`config.mk`:
```
export PLATFORM = sky130hd
export DESIGN_NAME = regfile_mp_flat
export DESIGN_NICKNAME = d
export VERILOG_FILES = /design/src/rtl/regfile_pkg.sv /design/src/rtl/regfile_if.sv /design/src/rtl/regfile_scoreboard.sv /design/src/rtl/regfile_mp.sv /design/src/flat_wrapper.sv
export SDC_FILE = /design/constraint.sdc
export NUM_CORES = 1
export LEC_CHECK = 0
export CELL_PAD_IN_SITES_DETAIL_PLACEMENT = 1
export CELL_PAD_IN_SITES_GLOBAL_PLACEMENT = 1
export CORE_ASPECT_RATIO = 1.1
export CORE_MARGIN = 5
export CORE_UTILIZATION = 50
export DETAILED_ROUTE_END_ITERATION = 7
export PLACE_DENSITY_LB_ADDON = 0.1
export SLEW_MARGIN = 40
export SYNTH_ARGS = -nofsm -noshare
export SYNTH_HDL_FRONTEND = slang
export SYNTH_SLANG_ARGS = --single-unit
```
`constraint.sdc`:
```
create_clock -name clk -period 8.4 [get_ports clk]
set_input_delay 1.68 -clock clk [delete_from_list [all_inputs] [get_ports clk]]
set_output_delay 1.68 -clock clk [all_outputs]
set_load 0.005 [all_outputs]
```
`src/rtl/regfile_pkg.sv`:
```
`default_nettype none
// ============================================================================
// Module      : regfile_pkg
// Description : Shared types and default sizes for the multi-port register
//               file slice.
// Revision    : 1.0 - initial release
// ============================================================================
package regfile_pkg;

    typedef enum logic [0:0] {
        RF_CLEAR = 1'b0,
        RF_RUN   = 1'b1
    } rf_state_e;

    localparam int c_def_data_width = 32;
    localparam int c_def_depth      = 32;

endpackage
`default_nettype wire

```
`src/rtl/regfile_if.sv`:
```
`default_nettype none
// ============================================================================
// Module      : regfile_if
// Description : Read, write and allocate bundle between issue/writeback
//               logic (master) and the register file (slave).
// Revision    : 1.0 - initial release
// ============================================================================
interface regfile_if #(
    parameter int DATA_WIDTH = 32,
    parameter int ADDR_W     = 5,
    parameter int NUM_RD     = 2,
    parameter int NUM_WR     = 1
);
    logic                         ready;
    logic [NUM_RD*ADDR_W-1:0]     rd_addr;
    logic [NUM_RD*DATA_WIDTH-1:0] rd_data;
    logic [NUM_RD-1:0]            rd_busy;
    logic [NUM_WR-1:0]            wr_en;
    logic [NUM_WR*ADDR_W-1:0]     wr_addr;
    logic [NUM_WR*DATA_WIDTH-1:0] wr_data;
    logic                         alloc_en;
    logic [ADDR_W-1:0]            alloc_addr;

    modport master (
        input  ready, rd_data, rd_busy,
        output rd_addr, wr_en, wr_addr, wr_data, alloc_en, alloc_addr
    );

    modport slave (
        output ready, rd_data, rd_busy,
        input  rd_addr, wr_en, wr_addr, wr_data, alloc_en, alloc_addr
    );
endinterface
`default_nettype wire

```
`src/rtl/regfile_scoreboard.sv`:
```
`default_nettype none
// ============================================================================
// Module      : regfile_scoreboard
// Description : Per-register busy bits: writes clear, allocation sets.
// Revision    : 1.0 - initial release
// ============================================================================
module regfile_scoreboard #(
    parameter int DEPTH  = 32,
    parameter int ADDR_W = $clog2(DEPTH),
    parameter int NUM_WR = 1,
    parameter int NUM_RD = 2
) (
    input  wire logic                     clk,
    input  wire logic                     rst,
    input  wire logic [NUM_WR-1:0]        i_clr_en,
    input  wire logic [NUM_WR*ADDR_W-1:0] i_clr_addr,
    input  wire logic                     i_set_en,
    input  wire logic [ADDR_W-1:0]        i_set_addr,
    input  wire logic [NUM_RD*ADDR_W-1:0] i_rd_addr,
    output logic      [NUM_RD-1:0]        o_rd_busy
);

    logic [DEPTH-1:0] r_busy;
    logic [DEPTH-1:0] w_busy_next;

    // Set is applied after the clears so a same-cycle allocation wins.
    always_comb begin
        w_busy_next = r_busy;
        for (int j = 0; j < NUM_WR; j++) begin
            if (i_clr_en[j]) begin
                w_busy_next[i_clr_addr[j*ADDR_W +: ADDR_W]] = 1'b0;
            end
        end
        if (i_set_en) begin
            w_busy_next[i_set_addr] = 1'b1;
        end
    end

    always_ff @(posedge clk) begin
        if (rst) begin
            r_busy <= '0;
        end else begin
            r_busy <= w_busy_next;
        end
    end

    for (genvar k = 0; k < NUM_RD; k++) begin : g_rd
        assign o_rd_busy[k] = r_busy[i_rd_addr[k*ADDR_W +: ADDR_W]];
    end

endmodule
`default_nettype wire

```
`src/rtl/regfile_mp.sv`:
```
`default_nettype none
// ============================================================================
// Module      : regfile_mp
// Description : Parametrised multi-port register file with optional write
//               bypass, busy scoreboard and sequenced clear after reset.
// Revision    : 1.0 - initial release
// ============================================================================
module regfile_mp
    import regfile_pkg::*;
#(
    parameter int DATA_WIDTH = c_def_data_width,
    parameter int DEPTH      = c_def_depth,
    parameter int NUM_RD     = 2,
    parameter int NUM_WR     = 1,
    parameter int BYPASS     = 1,
    parameter int ZERO_REG   = 1,
    parameter int ADDR_W     = $clog2(DEPTH)
) (
    input  wire logic clk,
    input  wire logic rst,
    regfile_if.slave  bus
);

    localparam logic [ADDR_W-1:0] c_last = ADDR_W'(DEPTH - 1);

    rf_state_e             r_state;
    rf_state_e             w_state_next;
    logic                  w_run;
    logic                  w_clear_we;
    logic [ADDR_W-1:0]     r_cnt;
    logic [DATA_WIDTH-1:0] r_mem [DEPTH];
    logic [NUM_WR-1:0]     w_wr_ok;
    logic                  w_alloc_ok;
    logic [NUM_RD-1:0]     w_busy;

    always_ff @(posedge clk) begin
        if (rst) begin
            r_state <= RF_CLEAR;
        end else begin
            r_state <= w_state_next;
        end
    end

    always_comb begin
        w_state_next = r_state;
        w_run        = 1'b0;
        w_clear_we   = 1'b0;
        case (r_state)
            RF_CLEAR: begin
                w_clear_we = 1'b1;
                if (r_cnt == c_last) begin
                    w_state_next = RF_RUN;
                end
            end
            RF_RUN: begin
                w_run = 1'b1;
            end
            default: begin
                w_state_next = RF_CLEAR;
            end
        endcase
    end

    always_ff @(posedge clk) begin
        if (rst) begin
            r_cnt <= '0;
        end else if (w_clear_we) begin
            r_cnt <= r_cnt + 1'b1;
        end
    end

    assign bus.ready = w_run;

    // Qualified write/alloc strobes: RUN only, zero register filtered out.
    for (genvar j = 0; j < NUM_WR; j++) begin : g_wr
        assign w_wr_ok[j] = w_run && !rst && bus.wr_en[j] &&
                            !(ZERO_REG != 0 && bus.wr_addr[j*ADDR_W +: ADDR_W] == '0);
    end

    assign w_alloc_ok = w_run && !rst && bus.alloc_en &&
                        !(ZERO_REG != 0 && bus.alloc_addr == '0);

    // Later ports are assigned last, so the highest index wins on conflicts.
    always_ff @(posedge clk) begin
        if (!rst) begin
            if (w_clear_we) begin
                r_mem[r_cnt] <= '0;
            end else begin
                for (int j = 0; j < NUM_WR; j++) begin
                    if (w_wr_ok[j]) begin
                        r_mem[bus.wr_addr[j*ADDR_W +: ADDR_W]] <=
                            bus.wr_data[j*DATA_WIDTH +: DATA_WIDTH];
                    end
                end
            end
        end
    end

    for (genvar k = 0; k < NUM_RD; k++) begin : g_rd
        logic [ADDR_W-1:0]     w_ra;
        logic [DATA_WIDTH-1:0] w_rd;

        assign w_ra = bus.rd_addr[k*ADDR_W +: ADDR_W];

        always_comb begin
            w_rd = r_mem[w_ra];
            if (BYPASS != 0) begin
                for (int j = 0; j < NUM_WR; j++) begin
                    if (w_wr_ok[j] && bus.wr_addr[j*ADDR_W +: ADDR_W] == w_ra) begin
                        w_rd = bus.wr_data[j*DATA_WIDTH +: DATA_WIDTH];
                    end
                end
            end
            if (!w_run || (ZERO_REG != 0 && w_ra == '0)) begin
                w_rd = '0;
            end
        end

        assign bus.rd_data[k*DATA_WIDTH +: DATA_WIDTH] = w_rd;
    end

    regfile_scoreboard #(
        .DEPTH  (DEPTH),
        .ADDR_W (ADDR_W),
        .NUM_WR (NUM_WR),
        .NUM_RD (NUM_RD)
    ) u_scoreboard (
        .clk        (clk),
        .rst        (rst),
        .i_clr_en   (w_wr_ok),
        .i_clr_addr (bus.wr_addr),
        .i_set_en   (w_alloc_ok),
        .i_set_addr (bus.alloc_addr),
        .i_rd_addr  (bus.rd_addr),
        .o_rd_busy  (w_busy)
    );

    assign bus.rd_busy = w_busy & {NUM_RD{w_run}};

endmodule
`default_nettype wire

```
`src/flat_wrapper.sv`:
```
// flat-port wrapper written by rule: the top's interface ports become plain ports
module regfile_mp_flat import regfile_pkg::*;
#(
    parameter int DATA_WIDTH = c_def_data_width,
    parameter int DEPTH      = c_def_depth,
    parameter int NUM_RD     = 2,
    parameter int NUM_WR     = 1,
    parameter int BYPASS     = 1,
    parameter int ZERO_REG   = 1,
    parameter int ADDR_W     = $clog2(DEPTH)
)
  (clk, rst, bus_ready, bus_rd_data, bus_rd_busy, bus_rd_addr, bus_wr_en, bus_wr_addr, bus_wr_data, bus_alloc_en, bus_alloc_addr);
  regfile_if #(.DATA_WIDTH(DATA_WIDTH), .ADDR_W(ADDR_W), .NUM_RD(NUM_RD), .NUM_WR(NUM_WR)) bus_i ();
  input  wire logic clk;
  input  wire logic rst;
  output wire logic [$bits(bus_i.ready)-1:0] bus_ready;
  output wire logic [$bits(bus_i.rd_data)-1:0] bus_rd_data;
  output wire logic [$bits(bus_i.rd_busy)-1:0] bus_rd_busy;
  input wire logic [$bits(bus_i.rd_addr)-1:0] bus_rd_addr;
  input wire logic [$bits(bus_i.wr_en)-1:0] bus_wr_en;
  input wire logic [$bits(bus_i.wr_addr)-1:0] bus_wr_addr;
  input wire logic [$bits(bus_i.wr_data)-1:0] bus_wr_data;
  input wire logic [$bits(bus_i.alloc_en)-1:0] bus_alloc_en;
  input wire logic [$bits(bus_i.alloc_addr)-1:0] bus_alloc_addr;
  assign bus_ready = bus_i.ready;
  assign bus_rd_data = bus_i.rd_data;
  assign bus_rd_busy = bus_i.rd_busy;
  assign bus_i.rd_addr = bus_rd_addr;
  assign bus_i.wr_en = bus_wr_en;
  assign bus_i.wr_addr = bus_wr_addr;
  assign bus_i.wr_data = bus_wr_data;
  assign bus_i.alloc_en = bus_alloc_en;
  assign bus_i.alloc_addr = bus_alloc_addr;
  regfile_mp #(.DATA_WIDTH(DATA_WIDTH), .DEPTH(DEPTH), .NUM_RD(NUM_RD), .NUM_WR(NUM_WR), .BYPASS(BYPASS), .ZERO_REG(ZERO_REG), .ADDR_W(ADDR_W)) u_core (.clk(clk), .rst(rst), .bus(bus_i));
endmodule
```
==> results of run 1 <==
-- area by class of cell --
cell class              count  area share [%]
clock inverters            60           0.728
well taps                1302            2.85
flip-flops and latches   1062            55.1
clock buffers             142            5.22
repair buffers            245            4.45
multi-input cells        1556            31.7
inverters                   2          0.0131
-- sequential cells by signal, indices dropped and copies added (netlist names) --
name and count:
u_core.r_mem 1024, u_core.u_scoreboard.r_busy 32, u_core.r_cnt 5, u_core.r_state 1
-- through the flow --
step	cell area (sq um)	instances	hold slack (ns)
3_3_place_gp	53300	4148	0.471
2_1_floorplan	50500	2858	0.459
4_1_cts	57200	4369	0.494
3_5_place_dp	53800	4167	0.486
5_1_grt	57200	4369	0.518
6_report	57200	4369	0.494
-- placed cells by master (no fill, tap or decap), drive strengths merged, types with 2 or more instances in the layout --
master and instances:
a2111oi 3, a211oi 55, a21o 2, a21oi 137, a221o 37, a22o 2, a22oi 95, a32o 30
and2 35, and3 3, buf 131, bufinv 5, clkbuf 143, clkdlybuf4s50 113, clkinv 50, clkinvlp 2
dfxtp 38, edfxtp 1024, ha 2, inv 5, mux2 48, mux2i 245, mux4 422, nand2 137
nand2b 6, nand3 10, nand3b 3, nor2 64, nor2b 48, nor3 8, nor4 2, o211ai 37
o21ai 37, o221ai 33, o22ai 26, o31ai 2, or2 2, xnor2 4, xor2 8
-- synthesized netlist by cell type, drive strengths merged (4+ instances only) --
cell,count
a32o,30
xor2,8
mux4,422
buf,143
a211oi,55
a21oi,137
o22ai,26
edfxtp,1024
nor2,64
nor2b,48
nand3,10
dfxtp,38
mux2,48
o211ai,37
nand2,137
a22oi,95
o221ai,33
xnor2,4
nor3,8
and2,35
mux2i,245
a221o,37
clkbuf,95
o21ai,37
nand2b,6
-- cell families after synthesis --
family,after synthesis,share of synthesized area [%]
AOI/OAI and AO/OA,502,6.98
xor gates and xnor gates,12,0.208
adders and majority gates,2,0.0496
buffers and inverters,240,2.44
DFF,1062,62.4
muxes,715,24.8
and+or+nand+nor,325,3.07
-- worst max-delay path by stage --
stage | from | cells past startpoint | end | slack [ns]
2_1_floorplan | bus_rd_addr[1] | 7 | bus_rd_data[29] | 3.31
5_1_grt | rst | 10 | bus_rd_data[17] | 1.48
6_report | rst | 10 | bus_rd_data[17] | 1.60
3_5_place_dp | rst | 10 | bus_rd_data[17] | 1.70
3_3_place_gp | rst | 8 | bus_rd_data[17] | 1.53
4_1_cts | rst | 10 | bus_rd_data[17] | 1.67
-- report_power, final --
group	switching, mW	leakage, nW	internal, mW
Clock	2.07	1.67	2.65
Combinational	0.486	6.69	0.301
Sequential	0.0183	8.24	5.76
-- routing by layer --
metal,wire length [um],vias to the layer above,part of all wire [%]
met5,13,-,0.0075
met2,84200,1717,49
met3,14600,396,8.4
met1,65500,16926,38
met4,8370,2,4.8
li1,-,12320,-
-- worst max-delay path, stage by stage --
cell             delay [ns]
clkdlybuf4s50_1        0.45
buf_4                  0.41
nand3b_1               0.31
a21o_1                 0.37
nor4_4                 0.11
nor2_4                 0.44
buf_16                 0.22
buf_8                  0.17
a32o_1                 0.35
clkdlybuf4s50_1        0.57
==> flow_summary_export.csv, run 1 <==
group,metric,value,unit
final_layout,drive_gt1_share,27.1,%
run,drv_cap,0,
synth,ys_top_cells_by_area,"edfxtp_1 (61%), mux4_2 (19%), mux2i_1 (4.9%)",
grt,met1_usage,42.4,%
detailed_routing,vias,31361,
clock_tree,clock-root-buffer,"clkbuf_16",
grt,grt_usage,31.9,%
critical_path,start_kind,"primary input",
sta,finalHoldViolations,0,
placed_design,post-place-ws,1.70,ns
sta,post-route-min-period,6.80,ns
detailed_routing,dr.pass1.iters,5,
sta,slew_viol_final,0,
sta,slew_headroom,40.4,%
synth,synthCells,2858,
die,rows,122,
grt,grt_busiest_layer,"met2",
critical_path,ff2ff_path_depth,6,
clock_tree,clk_pin_slew,0.06,ns
synth,synth.net_count,2916,
power,vdd_ir_drop_max,0.184,mV
die,start_util,50.2,%
die,die_w,313,um
clock_tree,ctsResizeCount,0,
sta,final.setup.tns,0,ns
detailed_routing,vias_per_cell,7.18,
grt,gr-usage-met3,5.62,%
clock_tree,cts_buffers,112,
critical_path,r2r_setup_slack,4.92,ns
grt,antenna_found_initial,3,
final_layout,seq_area,31500,sq um
clock_tree,cts.path.max_buffers,3,
final_layout,fin_nets,3037,
worst_hold_path,hold_class,"reg -> reg",
clock_tree,cts.sinks,1062,
detailed_routing,wirelength,173000,um
synth,synth-warning-count,0,
clock_tree,hold_buffers,0,
clock_tree,htree_levels,3,
grt,grt_max_degree,83,
worst_hold_path,holdCritStartpoint,"u_core.u_scoreboard.r_busy[20]$_SDFF_PP0_",
worst_hold_path,min_path_cells,2,
final_layout,antenna_cells,0,
synth,ys_async_sr_fraction,0,%
synth,syn_area,50500,sq um
detailed_routing,drtIter0Drc,3552,
final_layout,nFillCells,8843,
critical_path,cp-end-kind,"output pin",
synth,synth.top_cell.area_share,60.9,%
detailed_routing,wl_per_cell,39.5,um
detailed_routing,ant_nets,0,
die,die_h,343,um
placed_design,hpwl,103000,um
final_layout,multi_input_area,18100,sq um
power,power.density,197,nW/um^2
power,p_leak,16.6,nW
worst_hold_path,holdPathEnd,"u_core.u_scoreboard.r_busy[20]$_SDFF_PP0_",
synth,synth-edff-count,1024,
synth,synth.avg_cell_area,17.7,sq um
critical_path,arrival,5.12,ns
placed_design,io_buffers,122,
critical_path,r2r-start,"u_core.r_state$_SDFF_PP0_",
clock_tree,cts_tree,"built",
sta,max_freq,0.147,GHz
sta,worstMarginPinSlew,0.894,ns
synth,synth_seq_area_share,62.4,%
clock_tree,post_cts_buffers,0,
critical_path,r2r-end,"u_core.r_mem[6][8]$_DFFE_PP_",
synth,ys_types,55,
synth,synthFlopType,"edfxtp_1",
power,fin_total_pwr,11.3,mW
grt,grt_pass1_vias,33254,
grt,grt_first_pass_wirelength,246000,um
sta,layout_setup_ws,1.60,ns
sta,rsz0062_at_grt,"no",
placed_design,gp_congestion,0.848,
sta,setup_violations,0,
synth,yosysTopAreaCell,"edfxtp_1",
grt,use_met2,52.6,%
sta,fin_skew,0.0205,ns
synth,ys_ff_latch,1062,
die,dieArea,107000,sq um
die,num_io_pins,123,
final_layout,finish.utilization,57.0,%
outcome,outcome,"completed",
die,core_area,100000,sq um
clock_tree,clock_latency,0.69,ns
critical_path,path_max_fanout,43,
critical_path,crit_type,"in -> out",
sta,post-route-period-util,81.0,%
critical_path,worstPathRequired,6.72,ns
final_layout,area_growth,13.4,%
detailed_routing,drc,0,
grt,grt-ovfl-total,0,
No activity file was read; power rests on OpenSTA's default activity.
==> run 2, diff against run 1 <==
- clock period: 8.4 -> 6.7 ns (I/O delays scaled with it)
==> run 2 against run 1 <==
  * Combinational power is 27% higher
  * Clock power is 35% higher
  * Core utilization is 0.64 points higher
  * Largest power group unchanged
  * Global-route usage is 0.26 points lower
  * Via count is 0.93% higher
  * Critical endpoint is now bus_rd_data[18]
  * Wire length is 0.63% lower
  * Die area stayed put
  * Critical path depth is 1 lower
  * Count of clock-buffer cells in the layout is 2 lower
==> flow_summary_export.csv, run 2 (synthesis results as in run 1) <==
group,metric,value,unit
die,rows,122,
clock_tree,cts.path.max_buffers,3,
placed_design,io_buffers,122,
detailed_routing,vias,31653,
grt,grt_pass1_vias,33326,
clock_tree,ctsResizeCount,0,
final_layout,finalInstanceArea,57900,sq um
critical_path,r2r-start,"u_core.r_state$_SDFF_PP0_",
final_layout,multi_input_area,18100,sq um
final_layout,seq_area,31500,sq um
final_layout,finish.utilization,57.6,%
critical_path,critical-path-max-stage-delay,0.58,ns
sta,rsz0062_at_grt,"no",
sta,finalHoldViolations,0,
clock_tree,htree_levels,3,
grt,antenna_found_initial,3,
critical_path,crit_buf_inv,4,
worst_hold_path,hold_class,"reg -> reg",
final_layout,regMostFlops,"u_core.r_mem",
clock_tree,cts_tree,"built",
sta,fin_skew,0.0215,ns
placed_design,hpwl,104000,um
clock_tree,clk_pin_slew,0.06,ns
die,core_area,100000,sq um
final_layout,final_common_cell,"edfxtp_1",
sta,slew_viol_final,0,
detailed_routing,dr.pass1.iters,5,
critical_path,timing.critical_path.max_delay_family,"buffers and inverters",
critical_path,worstPathRequired,5.36,ns
grt,grt_max_degree,55,
detailed_routing,drc,0,
power,vdd_ir_drop_max,0.268,mV
die,start_util,50.2,%
critical_path,path_max_fanout,15,
sta,post-route-period-util,89.4,%
detailed_routing,drtIter0Drc,3754,
die,die_w,313,um
placed_design,place_area,54100,sq um
die,num_io_pins,123,
final_layout,drive_gt1_share,28.1,%
final_layout,fin_nets,3063,
grt,grt_usage,31.6,%
clock_tree,hold_buffers,0,
sta,final.setup.tns,0,ns
final_layout,most-common-layout-cells,"edfxtp_1 (1024), mux4_2 (418), mux2i_1 (245)",
placed_design,dp_cells,4192,
final_layout,final_cells,4404,
critical_path,crit_type,"in -> out",
critical_path,start_kind,"primary input",
final_layout,reg_top3,"u_core.r_mem x1024, u_core.u_scoreboard.r_busy x32, u_core.r_cnt x5",
critical_path,arrival,4.65,ns
sta,setup_violations,0,
critical_path,worstPathCellList,"clkdlybuf4s50_1 -> nor2_1 -> a21o_1 -> nor4_4 -> nor2_4 -> buf_8 -> buf_8 -> a32o_1 -> clkdlybuf4s50_1",
clock_tree,clock_latency,0.70,ns
run,drv_cap,0,
die,die_h,343,um
final_layout,nFillCells,8806,
critical_path,r2r_setup_slack,3.26,ns
grt,grt_first_pass_wirelength,244000,um
final_layout,largest_reg_flops,1024,
final_layout,area_growth,14.7,%
critical_path,crit_start,"bus_wr_addr[4]",
detailed_routing,vias_per_cell,7.19,
grt,grt-ovfl-total,0,
critical_path,slowest_stage,"clkdlybuf4s50_1",
detailed_routing,wl_per_cell,38.9,um
power,p_leak,16.9,nW
power,power.density,252,nW/um^2
clock_tree,cts.sinks,1062,
critical_path,cp-end-kind,"output pin",
sta,post-route-min-period,5.99,ns
die,dieArea,107000,sq um
clock_tree,cts_buffers,111,
worst_hold_path,holdCritStartpoint,"u_core.u_scoreboard.r_busy[0]$_SDFF_PP0_",
sta,max_freq,0.167,GHz
clock_tree,clock-root-buffer,"clkbuf_16",
sta,slew_headroom,39.2,%
clock_tree,post_cts_buffers,0,
outcome,outcome,"completed",
detailed_routing,wirelength,172000,um
sta,holdWs,0.493,ns
detailed_routing,ant_nets,0,
placed_design,gp_congestion,0.827,
sta,worstMarginPinSlew,0.910,ns
[run 2: cell types whose count changed in the layout (fill, tap and decap cells not counted), sizes merged]
cell / previous run / this run
buf: 131 / 158
bufinv: 5 / 16
clkbuf: 143 / 141
clkinv: 50 / 47
clkinvlp: 2 / 3
diode: 0 / 1
[run 2: metal layers]
metal	global-route usage, %	share of wire (%)
met5	0	0
met4	13.6	5.0
met3	4.84	8.5
met2	53.8	50
met1	41.0	37
[run 2: stage by stage]
stage               setup slack, ns  power (mW)
floorplan                      2.29        7.99
global placement              0.700        8.35
detailed placement            0.769        8.37
CTS                           0.746        14.7
global route                  0.568        15.0
finish                        0.710        14.6
[run 2: final cells by class]
type	instances	share of cell area, %
well taps	1302	2.81
multi-input cells	1556	31.3
inverters	2	0.0130
flip-flops and latches	1062	54.4
clock buffers	140	5.12
clock inverters	69	1.30
repair buffers	272	4.98
diodes	1	0.00432
[run 2: worst paths after layout]
check | end | depth (start not counted)
worst max-delay path | bus_rd_data[18] | 9
worst min-delay path | u_core.u_scoreboard.r_busy[0]$_SDFF_PP0_ | 1
worst max register to register | u_core.r_mem[5][5]$_DFFE_PP_ | 6
worst min register to register | u_core.u_scoreboard.r_busy[0]$_SDFF_PP0_ | 1
[run 2: where the power goes]
group          switching, mW  leakage, nW  internal (mW)
clock network           2.63         1.82           3.74
registers             0.0230         8.24           7.22
logic                  0.604         6.86          0.393
total                   3.26         16.9           11.3
